## config.mk

```make
export PLATFORM = sky130hd
export DESIGN_NAME = serial_in_parallel_out_receiver
export DESIGN_NICKNAME = d
export VERILOG_FILES = /design/src/rtl/serial_in_parallel_out_receiver.sv
export SDC_FILE = /design/constraint.sdc
export NUM_CORES = 1
export LEC_CHECK = 0
export CAP_MARGIN = 5
export CORE_UTILIZATION = 50
export DETAILED_ROUTE_END_ITERATION = 16
export PLACE_DENSITY = 0.78
export SETUP_SLACK_MARGIN = 0.5
export SLEW_MARGIN = 10
export SYNTH_ARGS = -nofsm -noshare
export SYNTH_HDL_FRONTEND = slang
export SYNTH_SLANG_ARGS = --single-unit
```

## constraint.sdc

```tcl
create_clock -name Clk_In -period 1.5 [get_ports Clk_In]
set_input_delay 0.225 -clock Clk_In [delete_from_list [all_inputs] [get_ports Clk_In]]
set_output_delay 0.225 -clock Clk_In [all_outputs]
set_load 0.02 [all_outputs]
```

## src/rtl/serial_in_parallel_out_receiver.sv

```systemverilog
// Framed serial-to-parallel receiver: collects DATA_WIDTH bits per frame and presents the word with valid/ready.
// Latency: word visible DATA_WIDTH cycles after the Start cycle; a word completing while the old one is unaccepted is dropped (sticky overrun).
module serial_in_parallel_out_receiver #(
    parameter int DATA_WIDTH = 8,
    parameter bit MSB_FIRST  = 1'b1
) (
    input  logic                  Clk_In,
    input  logic                  Reset_In,
    input  logic                  Start_In,
    input  logic                  Serial_Data_In,
    input  logic                  Data_Ready_In,
    output logic [DATA_WIDTH-1:0] Parallel_Data_Out,
    output logic                  Data_Valid_Out,
    output logic                  Busy_Out,
    output logic                  Overrun_Out
);

    localparam int CNT_W = (DATA_WIDTH > 2) ? $clog2(DATA_WIDTH) : 1;
    localparam logic [CNT_W-1:0] LAST_BIT = CNT_W'(DATA_WIDTH - 1);

    typedef enum logic {S_IDLE = 1'b0, S_SHIFT = 1'b1} state_t;

    state_t                r_state;
    state_t                w_next_state;
    logic [CNT_W-1:0]      r_count;
    logic [DATA_WIDTH-1:0] r_shift;
    logic [DATA_WIDTH-1:0] r_data;
    logic                  r_valid;
    logic                  r_overrun;
    logic [DATA_WIDTH-1:0] w_shift_nxt;
    logic                  w_capture;
    logic                  w_complete;
    logic                  w_accept;
    logic                  w_busy;

    always_ff @(posedge Clk_In) begin
        if (Reset_In) r_state <= S_IDLE;
        else          r_state <= w_next_state;
    end

    always_comb begin
        w_next_state = r_state;
        case (r_state)
            S_IDLE:  if (Start_In) w_next_state = S_SHIFT;
            S_SHIFT: if (r_count == LAST_BIT) w_next_state = S_IDLE;
            default: w_next_state = S_IDLE;
        endcase
    end

    always_comb begin
        w_busy     = (r_state == S_SHIFT);
        w_capture  = (r_state == S_SHIFT) || Start_In;
        w_complete = (r_state == S_SHIFT) && (r_count == LAST_BIT);
        w_accept   = r_valid && Data_Ready_In;
    end

    // Stale bits from the previous frame are fully shifted out by completion.
    assign w_shift_nxt = MSB_FIRST ? {r_shift[DATA_WIDTH-2:0], Serial_Data_In}
                                   : {Serial_Data_In, r_shift[DATA_WIDTH-1:1]};

    always_ff @(posedge Clk_In) begin
        if (Reset_In) begin
            r_shift   <= '0;
            r_count   <= '0;
            r_data    <= '0;
            r_valid   <= 1'b0;
            r_overrun <= 1'b0;
        end else begin
            if (w_capture) r_shift <= w_shift_nxt;

            if (w_complete)     r_count <= '0;
            else if (w_capture) r_count <= r_count + 1'b1;

            if (w_complete && (!r_valid || w_accept)) begin
                r_data  <= w_shift_nxt;
                r_valid <= 1'b1;
            end else if (w_complete) begin
                r_overrun <= 1'b1;
            end else if (w_accept) begin
                r_valid <= 1'b0;
            end
        end
    end

    assign Parallel_Data_Out = r_data;
    assign Data_Valid_Out    = r_valid;
    assign Busy_Out          = w_busy;
    assign Overrun_Out       = r_overrun;

endmodule
```

== Word level (Yosys, flattened, before mapping) ==
Cells that the tools add are included.

* Add/subtract/negate cells: 1
* Equal/unequal tests: 2
* Muxes and demuxes: 6
* Bitwise operators: 2
* Reductions and logical operators: 10

{| class="wikitable"
|+ Operators by type and width
! kind !! count
|-
| $mux W1 || 5
|-
| $reduce_and A2 Y1 || 2
|-
| $add A3 B1 Y3 const B || 1
|-
| $eq A3 B3 Y1 const B || 1
|-
| $logic_and A1 B1 Y1 || 3
|-
| $logic_or A1 B1 Y1 || 2
|-
| $ne A2 B1 Y1 const B || 1
|-
| $not A1 Y1 || 2
|-
| $pmux W1 S2 || 1
|-
| $reduce_bool A2 Y1 || 1
|-
| $reduce_or A2 Y1 || 1
|-
| $logic_not A1 Y1 || 1
|}

* Register bits after elaboration: 21
* Bits of input ports: 5
* Output and inout port bits: 11

== Longest topological paths before layout ==
* Depth after elaboration: 5
* Gate-level depth with buffers: 5

== Least setup slack after synthesis ==
OpenSTA, ideal clock, no wires.

* Path kind: reg-to-reg
* Start point: reg r_count[0]
* End point: reg r_count[1]
* Library setup time: 0.124 ns
* Arrival time: 1.125 ns
* Required time: 1.376 ns
* Setup slack: 0.251 ns
* Stages on the path, launching flop included: 6
* Buffers on the path: 0
* Clock period less this slack: 1.249 ns
* Cell sequence: dfxtp_1 -> ha_1 -> ha_1 -> and2b_2 -> o21ai_0 -> a21oi_1

* Longest elaborated chain between the ends: 3
* Elaborated cells between the ends (all ways): 4
* Those cells by class: add/sub (1); eq/ne (1); reduce/logical (2)

{| class="wikitable"
|+ Ends and longest elaborated chain
! what !! RTL line !! source
|-
| start, declared || 25 || <nowiki>logic [CNT_W-1:0] r_count;</nowiki>
|-
| start signal, assigned || 72 || <nowiki>else if (w_capture) r_count <= r_count + 1'b1;</nowiki>
|-
| parallel branches: the longest is 3 deep, another holds $add A3 B1 Y3 || - ||
|}

Parallel ways; which one is timed is not known.
A chain may end at the register's enable or synchronous reset.

== Final worst setup path ==
* Start point: reg r_count[0]
* End point: reg r_count[0]

Same word-level chain as after synthesis.

==> metrics <==
Peak VDD IR 0.589 mV; Sum Neg Setup Slack 0 ps; clk_lat worst skew 300 ps; die height 44.6 µm; mapped cell area 906 µm²; maximum clock rate 0.797 GHz; CTS max path bufs 2; floorplan core area 1710 µm²; CP max FO 4; WL/cell 11.9 µm; vias in the first global route 686; worst hold start r_shift[6]; first-pass GRT wire length 2.80 mm; Worst-Margin Slew 379 ps; antenna violations before repair 0; Setup crit end kind flop; Total Wirelength 1.68 mm; Worst Hold Class flop to flop; Crit Path Class flop to flop; Final Util 0.727; CTS Sinks 21; total power 971 µW; final setup fails 0; # placed instances 132; Synth-to-Final Area Change 37.0%; hold buffer count at cts 0; Synth top area share 0.464; fin crit share 0.837; Syn Inst Count 93; Seq/Total Area, Yosys 0.464; clk root buf clkbuf_4; Remaining Overflow, GRT 0; syn_nets 100; Final Hold Viols 0; Yosys top cell by area dfxtp_1; RR Endpoint r_count[0]; max cap viols 0; Buf/Inv on CP 0; Slew Limit Fails 0; worst r2r src r_count[0]; yosys synthesis warning count 0; Worst Skew 6.79 ps; max incr delay on CP 370 ps; Via density 5.04; via count 710; reg2reg path depth 5; share of cells above drive strength 1 0.500; RSZ-0062 raised after global routing yes; worst path cell trace ha_4 > ha_4 > and2b_2 > nor2_2 > o31ai_2; PwrDens 782 nW/µm²; Critical Path RT 1720 ps; CTS tree built; status finished, final reports clean; die width 44.6 µm; row count 15; Starting Density 0.530; R2R Setup Slk 250 ps; antenna violation net count after detailed routing 0; Clk pin slew, worst setup/hold paths 120 ps; ANT cells 0; Die ar. 1990 µm²; routability cong. 0.659; H-Tree Depth 1; CP delay by family, top flip-flops; register bit total from synthesis 21; DRT Pass-1 Iters 4; Arrival @ worst endpoint 1480 ps; min Tclk post-route 1250 ps; I/O Buffers 15; Hold Path End Parallel_Data_Out[7]; DP Wirelength 1.14 mm; Post-Syn Area per Cell 9.74 µm²; DR iter-0 viols 12; Top cell by count, worst path ha_4; Static Leak 0.447 nW; synth unique cells 21; Total Routing Usage GR 0.197; largest net degree at the start of global routing 31; Relative slew margins 0.747; number of buffers created by CTS 3; Crit-path slowest cell dfxtp_4; Layout Cells excl Fill 141; DRC viols 0; Worst Setup Start Kind flop; synth top area cells dfxtp_1 46%, nand2b_1 11%, mux2i_1 8.8%; hold depth 2; IO Pins 16; Final #Nets 124
==> sequential cells by signal (all words and copies together), names as in the netlist <==
| signal | cells |
|---|---|
| Parallel_Data_Out | 8 |
| r_shift | 7 |
| r_count | 3 |
| Busy_Out | 1 |
| Data_Valid_Out | 1 |
| Overrun_Out | 1 |
==> per-stage QoR <==
step                      worst slack (ps)  area [µm²]  hold slack [ps]
final                                  245        1240              483
after global routing                   187        1240              499
after CTS                              248        1210              487
after detailed placement              31.5        1130              470
after global placement                55.3        1130              447
after floorplan                        365         937              378
==> layout make-up <==
class                      count  area (µm²)
clock buffer                   3        22.5
clock inverter                 1        5.00
fill                         144         467
multi-input combinational     68         508
sequential                    21         442
tap                           25        31.3
timing repair buffer          23         233
==> worst min-delay path: stages, from the launching register on <==
cell      delay, ps
dfxtp_1         330
nand2b_1         60
mux2i_1          60
==> how the worst max path moves through the flow <==
stage | start | end | slack [ps] | cells past startpoint
detailed placement | Data_Ready_In | Parallel_Data_Out[1] | 30 | 4
floorplan | r_count[0] | r_count[0] | 370 | 5
CTS | r_count[0] | r_count[0] | 250 | 5
global placement | Data_Ready_In | Parallel_Data_Out[3] | 60 | 4
global route | r_count[0] | r_count[0] | 190 | 5
finish | r_count[0] | r_count[0] | 250 | 5
==> power by group <==
group / leakage, nW / internal (mW) / switching [mW]
clock: 0.0177 / 0.0995 / 0.167
combinational: 0.252 / 0.0606 / 0.0557
sequential: 0.177 / 0.572 / 0.0161
==> logic make-up (layout without fill, tap and decap cells) <==
group	after synthesis	after routing	synth area share
compound gates	14	14	0.116
fa+ha+maj	2	2	0.0276
buf+inv	4	27	0.0276
flops	21	21	0.464
mux	8	8	0.0884
simple gates	44	44	0.276
==> synth_stat cells <==
master	n
a21oi_1	3
a21oi_2	7
a31oi_1	1
and2b_2	2
buf_2	2
buf_6	1
clkbuf_1	1
dfxtp_1	21
ha_1	2
mux2i_1	8
nand2_1	14
nand2_2	3
nand2b_1	16
nand3b_1	1
nor2_1	4
nor2_2	1
nor2_8	1
nor2b_1	1
o21ai_0	2
o31ai_2	1
or2_1	1
==> repair_timing <==
item / CTS / global route
buffers inserted: 3 / 2
pin swaps: 2 / 3
setup endpoints to repair: 30 / 32
resized for setup: 76 / 6
==> layer usage <==
| metal | part of all wire | wire [µm] | GRT usage |
|---|---|---|---|
| met1 | 0.42 | 704 | 0.218 |
| met4 | 0.015 | 25 | 0.0909 |
| met3 | 0.026 | 43 | 0.0367 |
| met5 | 0 | 0 | 0 |
| met2 | 0.54 | 909 | 0.359 |
==> layout by cell type (no fill, tap or decap), types with 2 or more instances in the layout <==
master / n
nor2_1: 3
o21ai_2: 2
dfxtp_2: 11
buf_6: 10
clkdlybuf4s50_1: 4
and2b_2: 2
nand2_2: 2
buf_4: 8
nand2b_1: 16
a21oi_2: 9
nor2_2: 2
clkbuf_4: 3
nand2_1: 14
dfxtp_1: 8
dfxtp_4: 2
mux2i_1: 8
ha_4: 2
(Power assumes the default switching activity.)
